--- config.mk ---
export PLATFORM = sky130hd
export DESIGN_NAME = phy_rx_serial_to_parallel
export DESIGN_NICKNAME = d
export VERILOG_FILES = /design/src/rtl/phy_rx_serial_to_parallel_pkg.sv /design/src/rtl/phy_rx_serial_to_parallel.sv
export SDC_FILE = /design/constraint.sdc
export NUM_CORES = 1
export LEC_CHECK = 0
export BUFFER_PORTS_ARGS = -buffer_cell sky130_fd_sc_hd__buf_2
export CAP_MARGIN = 20
export CORE_MARGIN = 4
export CORE_UTILIZATION = 55
export CTS_CLUSTER_DIAMETER = 100
export DETAILED_ROUTE_END_ITERATION = 7
export PLACE_DENSITY = 0.89
export SYNTH_ARGS = -nofsm -noshare
export SYNTH_HDL_FRONTEND = slang
export SYNTH_SLANG_ARGS = --single-unit
--- constraint.sdc ---
create_clock -name clk_32f -period 3.8 [get_ports clk_32f]
set_input_delay 0.38 -clock clk_32f [delete_from_list [all_inputs] [get_ports clk_32f]]
set_output_delay 0.38 -clock clk_32f [all_outputs]
set_load 0.005 [all_outputs]
--- src/rtl/phy_rx_serial_to_parallel_pkg.sv ---
// Shared PHY receive constants: comma symbol, lock threshold and aligner state encoding.
package phy_rx_serial_to_parallel_pkg;

  localparam logic [7:0] PHY_COM        = 8'hBC;
  localparam int         PHY_LOCK_COUNT = 4;

  typedef enum logic [1:0] {
    SEARCH = 2'd0,
    ALIGN  = 2'd1,
    LOCKED = 2'd2
  } rx_state_e;

endpackage

--- src/rtl/phy_rx_serial_to_parallel.sv ---
// Serial-to-parallel receiver with comma-based byte alignment.
// Locks after LOCK_COUNT consecutive byte-aligned COMs and stays locked until reset.
module phy_rx_serial_to_parallel
  import phy_rx_serial_to_parallel_pkg::*;
#(
  parameter logic [7:0] COM        = PHY_COM,
  parameter int         LOCK_COUNT = PHY_LOCK_COUNT
) (
  input  logic       clk_32f,
  input  logic       reset,
  input  logic       serial_in,
  output logic [7:0] data_out,
  output logic       valid_out,
  output logic       byte_strobe,
  output logic       active
);

  localparam int             CW       = $clog2(LOCK_COUNT + 1);
  localparam logic [CW-1:0]  LOCK_CNT = CW'(LOCK_COUNT);

  rx_state_e      state, state_nx;
  logic [7:0]     sr, next_sr;
  logic [2:0]     bit_cnt, bit_cnt_nx;
  logic [CW-1:0]  com_cnt, com_cnt_nx, com_inc;
  logic [7:0]     data_nx;
  logic           valid_nx, strobe_nx;
  logic           byte_done;

  assign next_sr   = {sr[6:0], serial_in};
  assign byte_done = (bit_cnt == 3'd7);
  assign com_inc   = (com_cnt >= LOCK_CNT) ? com_cnt : com_cnt + CW'(1);

  always_comb begin
    state_nx   = state;
    bit_cnt_nx = bit_cnt + 3'd1;
    com_cnt_nx = com_cnt;
    data_nx    = data_out;
    valid_nx   = 1'b0;
    strobe_nx  = 1'b0;
    unique case (state)
      SEARCH: begin
        // Bit-wise hunt: any window matching COM defines the byte boundary.
        bit_cnt_nx = bit_cnt;
        if (next_sr == COM) begin
          bit_cnt_nx = 3'd0;
          com_cnt_nx = CW'(1);
          state_nx   = (LOCK_COUNT <= 1) ? LOCKED : ALIGN;
        end
      end
      ALIGN: begin
        if (byte_done) begin
          if (next_sr == COM) begin
            com_cnt_nx = com_inc;
            if (com_inc == LOCK_CNT) state_nx = LOCKED;
          end else begin
            com_cnt_nx = '0;
            state_nx   = SEARCH;
          end
        end
      end
      LOCKED: begin
        if (byte_done) begin
          data_nx   = next_sr;
          strobe_nx = 1'b1;
          valid_nx  = (next_sr != COM);
        end
      end
      default: state_nx = SEARCH;
    endcase
  end

  always_ff @(posedge clk_32f) begin
    if (reset) begin
      state       <= SEARCH;
      sr          <= 8'h00;
      bit_cnt     <= 3'd0;
      com_cnt     <= '0;
      data_out    <= 8'h00;
      valid_out   <= 1'b0;
      byte_strobe <= 1'b0;
      active      <= 1'b0;
    end else begin
      state       <= state_nx;
      sr          <= next_sr;
      bit_cnt     <= bit_cnt_nx;
      com_cnt     <= com_cnt_nx;
      data_out    <= data_nx;
      valid_out   <= valid_nx;
      byte_strobe <= strobe_nx;
      active      <= (state_nx == LOCKED);
    end
  end

endmodule

==> results.toml <==
[status]
run_status = "complete, no violations"

[power_and_ir_drop]
combinationalPowerShare = 0.017
clkPwrFrac = 0.393
p_leak_nw = 0.5542
totalPowerFinal_uw = 467.9
ratio_of_total_power_to_cell_area_mw_per_mm2 = 397.0
seq_power_share = 0.590
switching_share_of_power = 0.1816
max-vdd-ir-drop_v = 0.0003145
p_switching_uw = 84.95
p_int_uw = 382.9

[cts]
cts_hold_buf = 0
path_clk_slew_ns = 0.14
number_of_clock_sinks = 26
cts_tree = "yes"
source_to_sink_clock_delay_at_the_later_pin_of_the_worst_skew_pair_ns = 0.31
cts-buffers-inserted = 3
cts.path.max_buffers = 2
cts_setup_buffers = 0
cts_resized = 0
cts_htree_levels = 1
clock_tree.root_cell = "sky130_fd_sc_hd__clkbuf_4"

[logic_synthesis]
main_combinational_cell_family_by_area_after_synthesis = "simple AND/OR/NAND/NOR gates"
post_synth_instance_area_sq_mm = 0.001054
ys_ff_latch = 26
syn_avg_cell_area_sq_um = 10.13
yosys-top-cells-count = "26 x sky130_fd_sc_hd__dfxtp_1, 13 x sky130_fd_sc_hd__nor2_1, 9 x sky130_fd_sc_hd__mux2i_1"
number_of_nets_in_the_synthesized_netlist = 111
synth_most_common_cell = "sky130_fd_sc_hd__dfxtp_1"
synth_simple_gate_area_share = 0.2257
fraction_of_the_mapped_netlist_area_in_compound_gates = 0.1140
synth_top_cell_area_share = 0.4941
synth_enable_flop_cells = 0
yosys_warnings = 0
ys_async_sr_fraction = 0
yosysSeqAreaShare = 0.4941
yosys.area_share.xor_xnor = 0
synth-main-ff-cell = "sky130_fd_sc_hd__dfxtp_1"
postSynthCellCount = 104
post_synth_main_area_contributors = "sky130_fd_sc_hd__dfxtp_1 49%, sky130_fd_sc_hd__mux2i_1 8.6%, sky130_fd_sc_hd__ha_1 4.8%"
yosys.area_share.adder = 0.04751
synth.distinct_cells = 31
synth.largest_area_cell = "sky130_fd_sc_hd__dfxtp_1"
muxShareOfSynthArea = 0.08551

[floorplan]
fp.dieArea_sq_mm = 0.002680
die_w_microns = 51.77
coreArea_sq_mm = 0.001764
initial_utilization = 0.5972
floorplan.die.height_microns = 51.77
fp-row-count = 15
top_level_port_count = 14

[route]
drtAntennaViolNets = 0
drt_initial_violations = 7
route.vias.total = 776
drc = 0
wirelength_microns = 1807
detail_route.first_pass.iterations = 4
final_routed_wire_length_divided_by_cell_count_microns = 12.82
avgViaCountPerCell = 5.504

[timing]
report.final.setup_viol = 0
final.period_utilization = 0.4291
finalMaxSlewViolations = 0
post-route-min-period_ns = 1.630
clock-skew-final_ns = 0.005035
final_hold_viol_count = 0
clock.fmax_mhz = 613.3
max_slew.worst_pin.slew_ns = 0.5775
rsz0062_at_grt = "no"
final.hold.worst_slack_ns = 0.3240
totalNegativeSetupSlack_ns = 0
worst_slew_margin_rel = 0.6138

[setup_path]
crit_path_cell_trace = "ha_1 > ha_1 > nand3b_1 > mux2i_1 > nor2_1"
worst-endpoint-arrival_ns = 1.83
critPathMostFrequentCell = "sky130_fd_sc_hd__ha_1"
cp_top_family = "simple AND/OR/NAND/NOR gates"
critical-path-max-stage-delay_ns = 0.44
cp_num_buf_inv = 0
setup.worst_path.end_class = "register"
worst-endpoint-required_ns = 4.00
timing.critical_path.from_type = "register"
maximum_fanout_along_the_worst_path = 10
crit_path_top_delay_cell = "sky130_fd_sc_hd__nand3b_1"
path_class = "reg2reg"

[final_layout]
final_net_count = 124
postLayoutCellArea_sq_mm = 0.001179
diodes = 0
synthesis_to_layout_area_growth_pct = 11.88
final_layout_size_suffix_gt1_frac = 0.1897
finish.cell_count_without_fillers = 141

[flow_run]
maxCapViolCount = 0

[grt]
largest_net_degree_at_the_start_of_global_routing = 28
wire_length_of_the_first_global_routing_pass_microns = 3070
global_route.overflow_total = 0
first_global_vias = 739
antenna_found_initial = 0
track_usage = 0.1496

[placement]
dpl_cell_area_sq_mm = 0.001126
gp_routability_congestion = 0.7827
post-dp-hpwl_microns = 1347
dp.cells = 137
port-buffer-count = 13

[worst_hold_path]
hold_path_class = "in2reg"
final timing paths:
kind,slack [ns],end,cells after the start,start
setup / recovery,2.17,data_out[4],5,bit_cnt[0]
hold / removal,0.32,data_out[0],3,serial_in
hold reg to reg,0.49,bit_cnt[1],2,bit_cnt[1]
setup reg to reg,2.17,data_out[4],5,bit_cnt[0]
sequential cells by signal, indices dropped and copies added, names as in the netlist:
signal and count:
data_out 8, sr 7, com_cnt 3, byte_strobe 1, bit_cnt 3, state 2, valid_out 1, active 1
cell usage in the layout, fill, tap and decap left out:
cell type / count
sky130_fd_sc_hd__a211oi_2: 1
sky130_fd_sc_hd__a21o_1: 1
sky130_fd_sc_hd__a21oi_1: 8
sky130_fd_sc_hd__a22oi_1: 1
sky130_fd_sc_hd__a31o_1: 1
sky130_fd_sc_hd__a32o_2: 1
sky130_fd_sc_hd__and3b_1: 1
sky130_fd_sc_hd__and4_4: 1
sky130_fd_sc_hd__and4b_1: 1
sky130_fd_sc_hd__and4bb_1: 1
sky130_fd_sc_hd__buf_2: 13
sky130_fd_sc_hd__bufinv_16: 1
sky130_fd_sc_hd__clkbuf_4: 3
sky130_fd_sc_hd__dfxtp_1: 26
sky130_fd_sc_hd__ha_1: 4
sky130_fd_sc_hd__inv_1: 3
sky130_fd_sc_hd__mux2i_1: 9
sky130_fd_sc_hd__nand2_1: 2
sky130_fd_sc_hd__nand2b_1: 2
sky130_fd_sc_hd__nand3_1: 4
sky130_fd_sc_hd__nand3b_1: 2
sky130_fd_sc_hd__nand4_4: 1
sky130_fd_sc_hd__nor2_1: 13
sky130_fd_sc_hd__nor2b_1: 7
sky130_fd_sc_hd__nor3_1: 1
sky130_fd_sc_hd__nor3b_1: 2
sky130_fd_sc_hd__o211ai_1: 1
sky130_fd_sc_hd__o21ai_0: 2
sky130_fd_sc_hd__o22ai_1: 1
sky130_fd_sc_hd__o32ai_1: 1
sky130_fd_sc_hd__or2_2: 1
worst register-to-register path, cell delays in order (launching register included):
cell and delay [ns]:
sky130_fd_sc_hd__dfxtp_1 0.35, sky130_fd_sc_hd__ha_1 0.20, sky130_fd_sc_hd__ha_1 0.22, sky130_fd_sc_hd__nand3b_1 0.44, sky130_fd_sc_hd__mux2i_1 0.25, sky130_fd_sc_hd__nor2_1 0.06
metrics by stage:
stage | worst slack (ns) | utilization
after floorplan | 2.329 | -
after global routing | 2.006 | 0.6681
after CTS | 2.150 | 0.6681
after global placement | 2.224 | 0.6383
final | 2.170 | 0.6681
after detailed placement | 2.173 | 0.6383
cell type report:
type,count,area [sq um]
fillers,162,585.6
flip-flops and latches,26,520.5
multi-input cells,70,498.0
repair buffers,13,65.06
well taps,25,31.28
clock inverters,1,30.03
clock buffers,3,22.52
inverters,3,11.26
metal layers:
metal / vias to the layer above / track usage / routed length [microns]
met5: - / 0 / 0
met2: 26 / 0.2564 / 880
met3: 4 / 0.02579 / 94
li1: 389 / - / -
met4: 0 / 0.06550 / 27
met1: 357 / 0.1825 / 805
power groups by stage:
stage,registers (mW),logic [mW],clock network [mW]
final,0.276,0.00812,0.184
after global routing,0.276,0.00901,0.202
after CTS,0.276,0.00802,0.189
after detailed placement,0.282,0.00804,0
after global placement,0.282,0.00776,0
after floorplan,0.281,0.00630,0
cell families after synthesis:
| kind of cell | count (synthesis) |
|---|---|
| buffers and inverters | 8 |
| and+or+nand+nor | 39 |
| DFF | 26 |
| adders and majority gates | 4 |
| muxes | 9 |
| AOI/OAI and AO/OA | 18 |
Power figures use the tool's default switching activity.
